$ cat src/rtl/psr_branch_unit.sv
// psr_branch_unit: program status register {C,L,F,Z,N} with masked ALU
// flag updates and PSR load/store. It also contains a two-state branch
// resolver that gives a registered taken/not-taken decision one cycle
// after each accepted request.
module psr_branch_unit #(
    parameter int REGBITS  = 5,
    parameter int WIDTH    = 16,
    parameter int CONDBITS = 4
) (
    input  logic                clk,
    input  logic                reset,
    input  logic                stall,
    input  logic [REGBITS-1:0]  PSRwrite,
    input  logic                psr_wen,
    input  logic [REGBITS-1:0]  psr_mask,
    input  logic                psr_load,
    input  logic [WIDTH-1:0]    psr_din,
    output logic [WIDTH-1:0]    psr_out,
    output logic [REGBITS-1:0]  flags,
    input  logic                br_valid,
    input  logic [CONDBITS-1:0] br_cond,
    input  logic                br_flush,
    output logic                br_done,
    output logic                br_taken
);

    // Flag positions inside the PSR
    localparam int C_BIT = 4;
    localparam int L_BIT = 3;
    localparam int F_BIT = 2;
    localparam int Z_BIT = 1;
    localparam int N_BIT = 0;

    typedef enum logic [0:0] {
        ST_IDLE     = 1'b0,
        ST_RESOLVED = 1'b1
    } state_t;

    state_t               state_q;
    logic [REGBITS-1:0]   psr_q;
    logic [REGBITS-1:0]   psr_d;
    logic                 br_taken_q;
    logic                 br_taken_d;
    logic                 accept_s;

    // The upper bits of the load source are intentionally ignored
    logic                 unused_din_s;
    assign unused_din_s = ^psr_din[WIDTH-1:REGBITS];

    // Evaluate a condition code against a flag vector
    function automatic logic eval_cond(input logic [REGBITS-1:0] p,
                                       input logic [CONDBITS-1:0] cc);
        logic r;
        case (cc)
            4'b0000: r = p[Z_BIT];
            4'b0001: r = ~p[Z_BIT];
            4'b0010: r = p[C_BIT];
            4'b0011: r = ~p[C_BIT];
            4'b0100: r = p[L_BIT];
            4'b0101: r = ~p[L_BIT];
            4'b0110: r = p[N_BIT];
            4'b0111: r = ~p[N_BIT];
            4'b1000: r = p[F_BIT];
            4'b1001: r = ~p[F_BIT];
            4'b1010: r = ~p[L_BIT] & ~p[Z_BIT];
            4'b1011: r = p[L_BIT] | p[Z_BIT];
            4'b1100: r = ~p[N_BIT] & ~p[Z_BIT];
            4'b1101: r = p[N_BIT] | p[Z_BIT];
            4'b1110: r = 1'b1;
            4'b1111: r = 1'b0;
            default: r = 1'b0;
        endcase
        return r;
    endfunction

    // Next PSR value: load has priority over a masked ALU flag commit
    always_comb begin
        psr_d = psr_q;
        if (stall) begin
            psr_d = psr_q;
        end else if (psr_load) begin
            psr_d = psr_din[REGBITS-1:0];
        end else if (psr_wen) begin
            psr_d = (psr_q & ~psr_mask) | (PSRwrite & psr_mask);
        end else begin
            psr_d = psr_q;
        end
    end

    // Branches see the bypassed next-state flags, so a compare and its
    // dependent branch can share a cycle
    assign accept_s   = br_valid & ~stall & ~br_flush;
    assign br_taken_d = eval_cond(psr_d, br_cond);

    // PSR register and branch decision state machine
    always_ff @(posedge clk) begin
        if (reset) begin
            psr_q      <= {REGBITS{1'b0}};
            state_q    <= ST_IDLE;
            br_taken_q <= 1'b0;
        end else if (stall) begin
            psr_q      <= psr_q;
            state_q    <= state_q;
            br_taken_q <= br_taken_q;
        end else begin
            psr_q <= psr_d;
            if (accept_s) begin
                state_q    <= ST_RESOLVED;
                br_taken_q <= br_taken_d;
            end else begin
                state_q    <= ST_IDLE;
                br_taken_q <= 1'b0;
            end
        end
    end

    // Architectural reads see only the registered PSR
    assign flags    = psr_q;
    assign psr_out  = {{(WIDTH-REGBITS){1'b0}}, psr_q};
    assign br_done  = (state_q == ST_RESOLVED);
    assign br_taken = br_taken_q;

endmodule

$ cat config.mk
export PLATFORM = sky130hd
export DESIGN_NAME = psr_branch_unit
export DESIGN_NICKNAME = d
export VERILOG_FILES = /design/src/rtl/psr_branch_unit.sv
export SDC_FILE = /design/constraint.sdc
export NUM_CORES = 1
export LEC_CHECK = 0
export ABC_AREA = 1
export CAP_MARGIN = 0
export CORE_MARGIN = 4
export CORE_UTILIZATION = 35
export CTS_BUF_LIST = sky130_fd_sc_hd__clkbuf_16
export CTS_CLUSTER_DIAMETER = 200
export DETAILED_ROUTE_END_ITERATION = 8
export GPL_TIMING_DRIVEN = 1
export PLACE_DENSITY = 0.83
export SLEW_MARGIN = 20
export SYNTH_ARGS = -nofsm -noshare
export SYNTH_HDL_FRONTEND = slang
export SYNTH_SLANG_ARGS = --single-unit
$ cat constraint.sdc
create_clock -name clk -period 2.1 [get_ports clk]
set_clock_uncertainty 0.1 [all_clocks]
set_input_delay 0.315 -clock clk [delete_from_list [all_inputs] [get_ports clk]]
set_output_delay 0.315 -clock clk [all_outputs]
set_load 0.005 [all_outputs]
==> summary.md, run 1 <==
| Metric | Value |
|---|---|
| First-pass GRT wire length | `2840 µm` |
| Die width | `54.2 µm` |
| Worst endpoint required time | `2110 ps` |
| Ports | `60` |
| Final number of max-transition violations | `0` |
| Worst path top cell family by delay | `simple AND/OR/NAND/NOR gates` |
| Vias in the first global route | `711` |
| DR DRC count | `0` |
| Final setup fails | `0` |
| Largest net degree at the start of global routing | `11` |
| Root Driver | `clkbuf_16` |
| Post-route design area | `0.00115 mm²` |
| Met1 GRT Util | `14.0%` |
| CP Class | `input port to flop` |
| Final hold slack | `363 ps` |
| Layout area overhead | `54.0%` |
| H-tree Lvls | `1` |
| Die Ht | `54.2 µm` |
| Critical Path Source | `psr_wen` |
| Crit-path max cell delay | `580 ps` |
| HP Start | `br_done$_SDFFE_PP0N_` |
| PortBufs | `37` |
| Sequential area share after synthesis | `18.8%` |
| Via count | `880` |
| Yosys top cell by area | `nand2_1` |
| Post-Route Setup TNS | `0 ps` |
| Hold Crit Depth | `2` |
| Reg-to-reg critical path endpoint | `br_taken$_SDFFE_PP0N_` |
| WL per Instance | `9.64 µm` |
| Final period util | `87.9%` |
| Die ar. | `0.00293 mm²` |
| Filler cells | `193` |
| First DRT Iteration DRCs | `7` |
| Initial antenna violation count | `0` |
| Yosys warns | `0` |
| Max VDD drop | `0.250 mV` |
| Antenna cell count | `0` |
| Crit path cell chain | `clkdlybuf4s50_1 > nand2_1 > nand2_1 > nand3_1 > nand2_1 > nand2_1 > nand2_1 > nand2_1 > nor2_1 > nand2_1 > nor2_1 > nand3_1 > nand2_1 > a21oi_2` |
| Syn Inst Count | `135` |
| Hold Path End | `br_done$_SDFFE_PP0N_` |
| Critical Path Source Type | `input port` |
| Core area | `0.00200 mm²` |
| Synth unique cells | `20` |
| Total power draw | `624 µW` |
| Placed cells | `193` |
| Hold buffers post-CTS | `0` |
| Fin nets | `208` |
| Crit-path max FO | `7` |
| CTS tree | `done` |
| Mux cell area share after synthesis | `0%` |
| Complex-gate fraction of the synthesized area | `7.21%` |
| CTS sink count | `7` |
| PD cells | `543 mW/mm²` |
| Most numerous cell on the critical path | `nand2_1` |
| Post-Route WL | `1900 µm` |
| Critical path buffer and inverter count | `1` |
| Reg-to-reg startpoint | `flags[0]$_SDFFE_PP0N_` |
| Crit path time final | `1850 ps` |
| CP Data Arrival Time | `1850 ps` |
| P_leak | `0.000525 µW` |
| Mapped Avg Cell Area | `5.52 µm²` |
| Fmax | `542 MHz` |
| R2r setup slk | `660 ps` |
| Hold Fails Final Rpt | `0` |
| Clk Latency, worst-skew pair | `230 ps` |
| Non-filler cells, final | `197` |
| TritonRoute pass-1 iters | `4` |
| M2 GR Usage | `24.3%` |
| Synth top area share | `21.1%` |
| Reg2Reg Depth | `12` |
| Starting Density | `37.2%` |
| Detailed-route vias per instance | `4.47` |
| GR Util met3 | `2.22%` |
| Worst Hold Class | `flop to flop` |
| Grt ovf | `0` |
| RSZ-0062 raised after global routing | `no` |
| Busiest metal layer after global routing | `met2` |
| Total setup buffers inserted after CTS | `0` |
| Fraction of layout cells with a size suffix above 1 | `5.29%` |
| Crit. End Element | `flop` |
| Area after DPL | `0.00107 mm²` |
| Largest family of logic cells by synthesized area | `simple AND/OR/NAND/NOR gates` |
| Cts bufs inserted | `3` |
| Post-synthesis simple-gate area fraction | `51.2%` |
| Rows | `16` |
| Post-synthesis register bit count | `7` |
| All-layer global routing usage | `13.1%` |
| CTS resizes | `0` |
| Post-Synth XOR/XNOR Area | `0%` |
| Clk buf depth | `2` |
| Mapped cell area | `746 µm²` |
| Critical path's slowest cell | `clkdlybuf4s50_1` |
| HPWL after DPL | `1550 µm` |
| Outcome | `completed` |
| Clk pin slew, worst setup/hold paths | `40 ps` |
| Synth area leaders | `nand2_1, dfxtp_1, buf_4` |
| Adder-Cell Fraction of Synth Area | `0%` |
| Post-DRT Antenna Nets | `0` |
| Number of max-cap violations | `0` |
| RePlAce Congestion | `0.748` |
==> registers in the layout, indices dropped and copies added (netlist names) <==
name / count
br_taken: 1
br_done: 1
flags: 5
==> final cells by class <==
| type | count | area, µm² | share of cell area [%] |
|---|---|---|---|
| Multi-Input combinational cell | 111 | 477 | 41.5 |
| Clock inverter | 1 | 3.75 | 0.327 |
| Tap cell | 27 | 33.8 | 2.94 |
| Inverter | 9 | 33.8 | 2.94 |
| Clock buffer | 3 | 75.1 | 6.54 |
| Sequential cell | 7 | 140 | 12.2 |
| Timing Repair Buffer | 39 | 385 | 33.6 |
==> where the power goes <==
group | switching, µW | total, µW | leakage [µW] | internal [µW]
logic | 70.9 | 161 | 0.000425 | 90.4
clock network | 67.7 | 315 | 0.0000423 | 247
registers | 6.39 | 148 | 0.0000574 | 141
total | 145 | 624 | 0.000525 | 479
==> worst max-delay path by stage <==
stage	cells past startpoint	endpoint	slack (ps)
finish	14	br_taken$_SDFFE_PP0N_	250
global route	14	br_taken$_SDFFE_PP0N_	70
CTS	14	br_taken$_SDFFE_PP0N_	240
detailed placement	14	br_taken$_SDFFE_PP0N_	10
global placement	14	br_taken$_SDFFE_PP0N_	50
floorplan	14	br_taken$_SDFFE_PP0N_	670
==> stage by stage <==
stage | setup slack [ps] | util, %
6_report | 254 | 57.4
2_1_floorplan | 665 | -
4_1_cts | 244 | 57.4
3_5_place_dp | 9.58 | 53.4
3_3_place_gp | 50.0 | 53.4
5_1_grt | 74.0 | 57.4
==> cells by family (layout without fill, tap and decap cells) <==
family          Yosys count  in the layout
simple gates             91             91
buf+inv                  27             52
compound gates            9              9
flops                     7              7
other cells               1             11
==> worst reg2reg max path: stages, from the launching register on <==
cell     delay, ps
dfxtp_1        330
nand2_1         70
nand3_1         70
nand2_1        110
nand2_1        100
nand2_1         70
nand2_1         40
nor2_1          90
nand2_1         60
nor2_1          80
nand3_1         70
nand2_1         70
a21oi_2         50
==> synthesized netlist by cell type, drive strengths merged <==
cell	count
nor2	28
a21oi	6
nand3	14
o21bai	1
nor3	2
o31ai	1
o21ai	1
nand4	2
dfxtp	7
conb	1
inv	9
nand2	42
or2	3
buf	18
==> layout by cell type (no fill, tap or decap) <==
cell type and instances:
a21oi_1 5, a21oi_2 1, buf_4 2, clkbuf_16 3, clkdlybuf4s50_1 37, conb_1 11
dfxtp_1 7, inv_1 9, inv_2 1, nand2_1 42, nand3_1 14, nand4_1 2
nor2_1 28, nor3_1 1, nor3_2 1, o21ai_1 1, o21bai_1 1, o31ai_1 1
or2_0 1, or2_1 1, or2_4 1
==> layer usage <==
layer | part of all wire [%] | vias up
met4 | 1.9 | 0
met2 | 47 | 32
li1 | - | 472
met5 | 0 | -
met3 | 9.3 | 5
met1 | 42 | 371
Note: power is estimated with default switching activity, not from simulation.
==> run 2, diff against run 1 <==
--- a/config.mk
+++ b/config.mk
@@ -7,13 +7,12 @@
 export LEC_CHECK = 0
 export ABC_AREA = 1
 export CAP_MARGIN = 0
-export CORE_MARGIN = 4
-export CORE_UTILIZATION = 35
+export CORE_UTILIZATION = 32
 export CTS_BUF_LIST = sky130_fd_sc_hd__clkbuf_16
 export CTS_CLUSTER_DIAMETER = 200
 export DETAILED_ROUTE_END_ITERATION = 8
 export GPL_TIMING_DRIVEN = 1
-export PLACE_DENSITY = 0.83
+export PLACE_DENSITY = 0.77
 export SLEW_MARGIN = 20
 export SYNTH_ARGS = -nofsm -noshare
 export SYNTH_HDL_FRONTEND = slang
==> constraint.sdc (replaced) <==
create_clock -name clk -period 2.05 [get_ports clk]
set_clock_uncertainty 0.1 [all_clocks]
set_input_delay 0.3075 -clock clk [delete_from_list [all_inputs] [get_ports clk]]
set_output_delay 0.3075 -clock clk [all_outputs]
set_load 0.005 [all_outputs]
==> run 2 against run 1 <==
  * Global-route usage increased by 3.1 points
  * Non-clock buffer count grew 2
  * Worst setup slack better by 60 ps
  * Via count is 2.2% higher
  * Sequential cell count unchanged
  * Combinational power grew 5%
  * Critical path depth is the same
  * The run now ends with design-rule violations left
  * Wire length fell by 1.2%
  * Design area is 1.6% higher
  * Critical path type unchanged
  * Largest cell class unchanged
  * Final cell count is 1.5% higher
  * Sequential power rose by 3%
  * Power is 4.6% higher
==> summary.md, run 2 (same netlist as run 1, synthesis figures left out) <==
| Metric | Value |
|---|---|
| Layout area overhead | `56.5%` |
| PD cells | `559 mW/mm² (+2.9%)` |
| HPWL after DPL | `1480 µm (-5.1%)` |
| Crit. End Element | `flop` |
| Crit path time final | `1740 ps` |
| Total power draw | `652 µW (+4.6%)` |
| Detailed-route vias per instance | `4.50 (+0.63%)` |
| Largest net degree at the start of global routing | `11 (unchanged)` |
| Number of max-cap violations | `0 (unchanged)` |
| Root Driver | `clkbuf_16` |
| Max VDD drop | `0.293 mV (+17%)` |
| PortBufs | `37 (unchanged)` |
| Die width | `50.3 µm (-7.2%)` |
| Filler cells | `213 (+10%)` |
| Vias in the first global route | `733 (+3.1%)` |
| P_leak | `0.000543 µW (+3.5%)` |
| Crit path cell chain | `clkdlybuf4s50_1 > inv_2 > nor2_1 > nor2_1 > nand2_1 > nand2_1 > nand2_1 > nand2_1 > nor2_1 > nand2_1 > nor2_1 > nand3_1 > nand2_1 > a21oi_2` |
| Most frequent cells in the layout | `nand2_1, clkdlybuf4s50_1, nor2_1, nand3_1, conb_1` |
| All-layer global routing usage | `16.2% (+3.1 points)` |
| Initial antenna violation count | `0 (unchanged)` |
| Post-Route WL | `1880 µm (-1.2%)` |
| Final setup fails | `0 (unchanged)` |
| Final number of max-transition violations | `0 (unchanged)` |
| Failing checks | `design-rule violations` |
| Clk pin slew, worst setup/hold paths | `40 ps (about the same)` |
| Critical path's slowest cell | `clkdlybuf4s50_1` |
| Die ar. | `0.00253 mm² (-14%)` |
| Setup ws final | `314 ps (+60.1 ps)` |
| CP Class | `input port to flop` |
| Worst path top cell family by delay | `simple AND/OR/NAND/NOR gates` |
| Clk Latency, worst-skew pair | `230 ps (about the same)` |
| Clk buf depth | `2 (unchanged)` |
| TritonRoute pass-1 iters | `8 (+4)` |
| Post-DRT Antenna Nets | `0 (unchanged)` |
| RePlAce Congestion | `0.801 (+7.1%)` |
| Flop pwr share | `23.3% (-0.4 points)` |
| Fraction of layout cells with a size suffix above 1 | `6.40% (+1.1 points)` |
| Crit-path max FO | `10 (+3)` |
| Critical path buffer and inverter count | `2 (+1)` |
| CTS sink count | `7 (unchanged)` |
| Switching power | `158 µW (+9.3%)` |
| Most numerous cell on the critical path | `nand2_1` |
| Crit-path max cell delay | `470 ps (-110 ps)` |
| CP Data Arrival Time | `1750 ps (-100 ps)` |
| WL per Instance | `9.39 µm (-2.6%)` |
| Fmax | `576 MHz` |
| Cts bufs inserted | `3 (unchanged)` |
| Final period util | `84.7%` |
| Most common cell after layout, fill and taps aside | `nand2_1` |
| CTS tree | `done` |
| Worst Hold Class | `flop to flop` |
| First DRT Iteration DRCs | `36 (+29)` |
| Critical Path Source Type | `input port` |
| Die Ht | `50.3 µm (-7.2%)` |
| Clock power share | `50.9% (+0.4 points)` |
| Rows | `17 (+1)` |
| Core area | `0.00221 mm² (+10%)` |
| Via count | `899 (+2.2%)` |
| Switching Share | `24.3% (+1.0 points)` |
| DR DRC count | `5 (+5)` |
| Hold Fails Final Rpt | `0 (unchanged)` |
| First-pass GRT wire length | `3110 µm (+9.7%)` |
| Outcome | `finished with violations` |
| Int Power | `494 µW (+3.1%)` |
| Hold buffers post-CTS | `0 (unchanged)` |
| Max FFs per register | `5 (unchanged)` |
| Antenna cell count | `0 (unchanged)` |
| Ports | `60 (unchanged)` |
| Starting Density | `33.7% (-3.5 points)` |
| H-tree Lvls | `1 (unchanged)` |
| RSZ-0062 raised after global routing | `no` |
| Comb pwr share | `25.8% (about the same)` |
| Pre-CTS setup slack | `-4.03 ps (-13.6 ps)` |
| Grt ovf | `0 (unchanged)` |
| Worst endpoint required time | `2060 ps (-50 ps)` |
| Fin nets | `210 (+0.96%)` |
| R2r setup slk | `630 ps (-30 ps)` |
-- run 2: changes by cell type in the layout (fill, tap and decap cells not counted), sizes merged --
cell	previous run	this run
dlymetal6s2s	0	1
clkdlybuf4s50	37	36
buf	2	4
-- run 2: metal layers --
layer | part of all wire [%] | global-route usage, % | vias to the layer above | routed length, µm
li1 | - | - | 474 | -
met1 | 43 | 19.7 | 386 | 799
met2 | 48 | 26.7 | 36 | 910
met3 | 7.2 | 2.12 | 3 | 136
met4 | 1.7 | 10.0 | 0 | 31
met5 | 0 | 0 | - | 0
-- run 2: power groups by stage --
| stage | Combinational [µW] | Sequential [µW] | Clock (µW) |
|---|---|---|---|
| finish | 169 | 152 | 332 |
| global route | 190 | 153 | 340 |
| CTS | 169 | 152 | 336 |
| detailed placement | 167 | 154 | 0 |
| global placement | 164 | 153 | 0 |
| floorplan | 94.7 | 153 | 0 |
-- run 2: final cells by class --
| type | instances | area, µm² | area share [%] |
|---|---|---|---|
| sequential | 7 | 140 | 12.0 |
| timing repair buffer | 41 | 403 | 34.5 |
| inverter | 9 | 33.8 | 2.89 |
| multi-input combinational | 111 | 477 | 40.8 |
| tap | 28 | 35.0 | 3.00 |
| clock inverter | 1 | 3.75 | 0.322 |
| clock buffer | 3 | 75.1 | 6.43 |
-- run 2: per-stage QoR --
stage | hold WS (ps) | cell area, µm² | std cells | setup TNS, ps | utilization, %
after detailed placement | 361 | 1090 | 196 | -4.03 | 49.1
after CTS | 368 | 1160 | 200 | 0 | 52.7
final | 366 | 1170 | 200 | 0 | 52.8
after global placement | 352 | 1090 | 196 | 0 | 49.1
after floorplan | 270 | 783 | 145 | 0 | -
after global routing | 385 | 1170 | 200 | 0 | 52.8
-- run 2: repair_timing --
action	CTS	global route
setup buffers	0	0
endpoints found under the setup margin	0	1
resized for setup	0	1
-- run 2: path summary, 6_finish.rpt --
path	to	cells after the start	from
worst max-delay path	br_taken$_SDFFE_PP0N_	14	psr_load
worst min-delay path	br_done$_SDFFE_PP0N_	2	br_done$_SDFFE_PP0N_
worst max register to register	br_taken$_SDFFE_PP0N_	12	flags[0]$_SDFFE_PP0N_
worst min register to register	br_done$_SDFFE_PP0N_	2	br_done$_SDFFE_PP0N_
-- run 2: worst reg2reg max path: cells and delay by family, from the launching register on --
| family | cells | cell delay [ps] |
|---|---|---|
| simple gates | 11 | 830 |
| flops | 1 | 330 |
| compound gates | 1 | 50 |
==> run 3, diff against run 2 <==
==> constraint.sdc (replaced) <==
create_clock -name clk -period 1.8 [get_ports clk]
set_clock_uncertainty 0.1 [all_clocks]
set_input_delay 0.27 -clock clk [delete_from_list [all_inputs] [get_ports clk]]
set_output_delay 0.27 -clock clk [all_outputs]
set_load 0.005 [all_outputs]
==> run 3 against run 2 <==
  * The run still ends with design-rule violations left
  * Sequential cell count did not move
  * Clock-buffer cell count unchanged
  * Register-to-register slack got worse by 250 ps
  * Power grew 16%
  * Hold slack better by 9.5 ps
  * Clock power rose by 12%
==> summary.md, run 3 (same netlist as run 1, synthesis figures left out) <==
| Metric | Value |
|---|---|
| Outcome | `finished with violations` |
| Failing checks | `design-rule violations` |
| R2r setup slk | `380 ps (-250 ps)` |
| Rows | `17 (unchanged)` |
| Crit-path max FO | `4 (-6)` |
| Worst endpoint required time | `1860 ps (-200 ps)` |
| CTS sink count | `7 (unchanged)` |
| Fraction of layout cells with a size suffix above 1 | `13.8% (+7.4 points)` |
| TritonRoute pass-1 iters | `8 (unchanged)` |
| Crit path time final | `1690 ps` |
| Fmax | `592 MHz` |
| Placed cells | `205 (+4.6%)` |
| Die ar. | `0.00253 mm² (unchanged)` |
| Clk Latency, worst-skew pair | `230 ps (about the same)` |
| H-tree Lvls | `1 (unchanged)` |
| Largest net degree at the start of global routing | `9 (-2)` |
| Number of max-cap violations | `0 (unchanged)` |
| CP Data Arrival Time | `1750 ps (about the same)` |
| WL per Instance | `10.0 µm (+6.5%)` |
| DR DRC count | `3 (-2)` |
| PortBufs | `37 (unchanged)` |
| CTS tree | `done` |
| Non-filler cells, final | `209 (+4.5%)` |
| CP Class | `input port to flop` |
| Via count | `942 (+4.8%)` |
| Crit. End Element | `flop` |
| First-pass GRT wire length | `3220 µm (+3.3%)` |
| Root Driver | `clkbuf_16` |
| Die Ht | `50.3 µm (unchanged)` |
| Die width | `50.3 µm (unchanged)` |
| Final setup fails | `0 (unchanged)` |
| Most common cell after layout, fill and taps aside | `nand2_1` |
| RePlAce Congestion | `0.752 (-6.2%)` |
| Core area | `0.00221 mm² (unchanged)` |
| Clk buf depth | `2 (unchanged)` |
| Hold Fails Final Rpt | `0 (unchanged)` |
| First DRT Iteration DRCs | `40 (+11%)` |
| Fin nets | `219 (+4.3%)` |
| Setup ws final | `110 ps (-204 ps)` |
| Detailed-route vias per instance | `4.51 (+0.27%)` |
| Ports | `60 (unchanged)` |
| Post-DRT Antenna Nets | `0 (unchanged)` |
| Antenna cell count | `0 (unchanged)` |
| Max FFs per register | `5 (unchanged)` |
| Final number of max-transition violations | `0 (unchanged)` |
| P_leak | `0.000597 µW (+9.9%)` |
| Clk pin slew, worst setup/hold paths | `40 ps (about the same)` |
| Final period util | `93.9%` |
| Starting Density | `33.7% (unchanged)` |
| Worst Hold Class | `flop to flop` |
| Final hold slack | `376 ps (+9.46 ps)` |
| Vias in the first global route | `826 (+13%)` |
| Grt ovf | `0 (unchanged)` |
| Cts bufs inserted | `3 (unchanged)` |
| All-layer global routing usage | `16.6% (+0.35 points)` |
| HPWL after DPL | `1590 µm (+7.9%)` |
| PD cells | `608 mW/mm² (+8.9%)` |
| Critical Path Source Type | `input port` |
| Post-Route WL | `2090 µm (+11%)` |
| Initial antenna violation count | `0 (unchanged)` |
| Most frequent cells in the layout | `nand2_1, clkdlybuf4s50_1, nor2_1, nand3_1, buf_4` |
| Total setup buffers inserted after CTS | `0 (unchanged)` |
| Layout area overhead | `67.5%` |
| Pre-CTS setup slack | `-239 ps (-235 ps)` |
| Max VDD drop | `0.325 mV (+11%)` |
==> run 3: cell count changes in the layout (fill, tap and decap cells not counted), sizes merged <==
cell and delta:
dlygate4sd2 +1, clkdlybuf4s50 -2, buf +9, dlymetal6s2s +1
==> run 3: worst paths after layout <==
kind,end,depth (start not counted),startpoint
min reg2reg,br_done$_SDFFE_PP0N_,2,br_done$_SDFFE_PP0N_
max,br_taken$_SDFFE_PP0N_,9,br_cond[1]
max reg2reg,br_taken$_SDFFE_PP0N_,12,flags[0]$_SDFFE_PP0N_
min,br_done$_SDFFE_PP0N_,2,br_done$_SDFFE_PP0N_
==> run 3: area by class of cell <==
type	instances	area, µm²
fill	207	963
multi-input combinational	111	489
timing repair buffer	50	472
sequential	7	140
clock buffer	3	75.1
tap	28	35.0
inverter	9	33.8
clock inverter	1	3.75
==> run 3: repair_timing <==
action,in CTS,in global routing
hold buffers,0,0
pin swaps,0,1
gates resized for setup,1,7
setup endpoints to repair,1,1
==> run 3: where the power goes <==
part           internal, µW  leakage (µW)  switching (µW)
clock network           289     0.0000423            84.1
logic                   122      0.000497            91.8
registers               165     0.0000574            8.26
total                   575      0.000597             184
==> run 3: worst max-delay path, stage by stage <==
cell and delay [ps]:
clkdlybuf4s50_1 470, inv_1 50, or2_4 230, or2_0 230, o21bai_1 160, o21ai_1 80, nand3_1 80, nand2_1 60
a21oi_2 110
==> run 3: routing by layer <==
layer / track usage [%] / share of wire [%] / up-vias
li1: - / - / 491
met1: 16.9 / 40 / 408
met2: 32.0 / 52 / 38
met3: 2.12 / 5.5 / 5
met4: 8.57 / 1.6 / 0
met5: 0 / 0 / -
==> run 3: stage by stage <==
stage	utilization (%)	setup TNS [ps]	total power, µW	instance area (µm²)
after floorplan	-	0	283	783
after global placement	52.1	-213	377	1150
after detailed placement	52.1	-239	383	1150
after CTS	55.7	0	757	1230
after global routing	56.4	-20.0	797	1250
final	56.4	0	760	1250
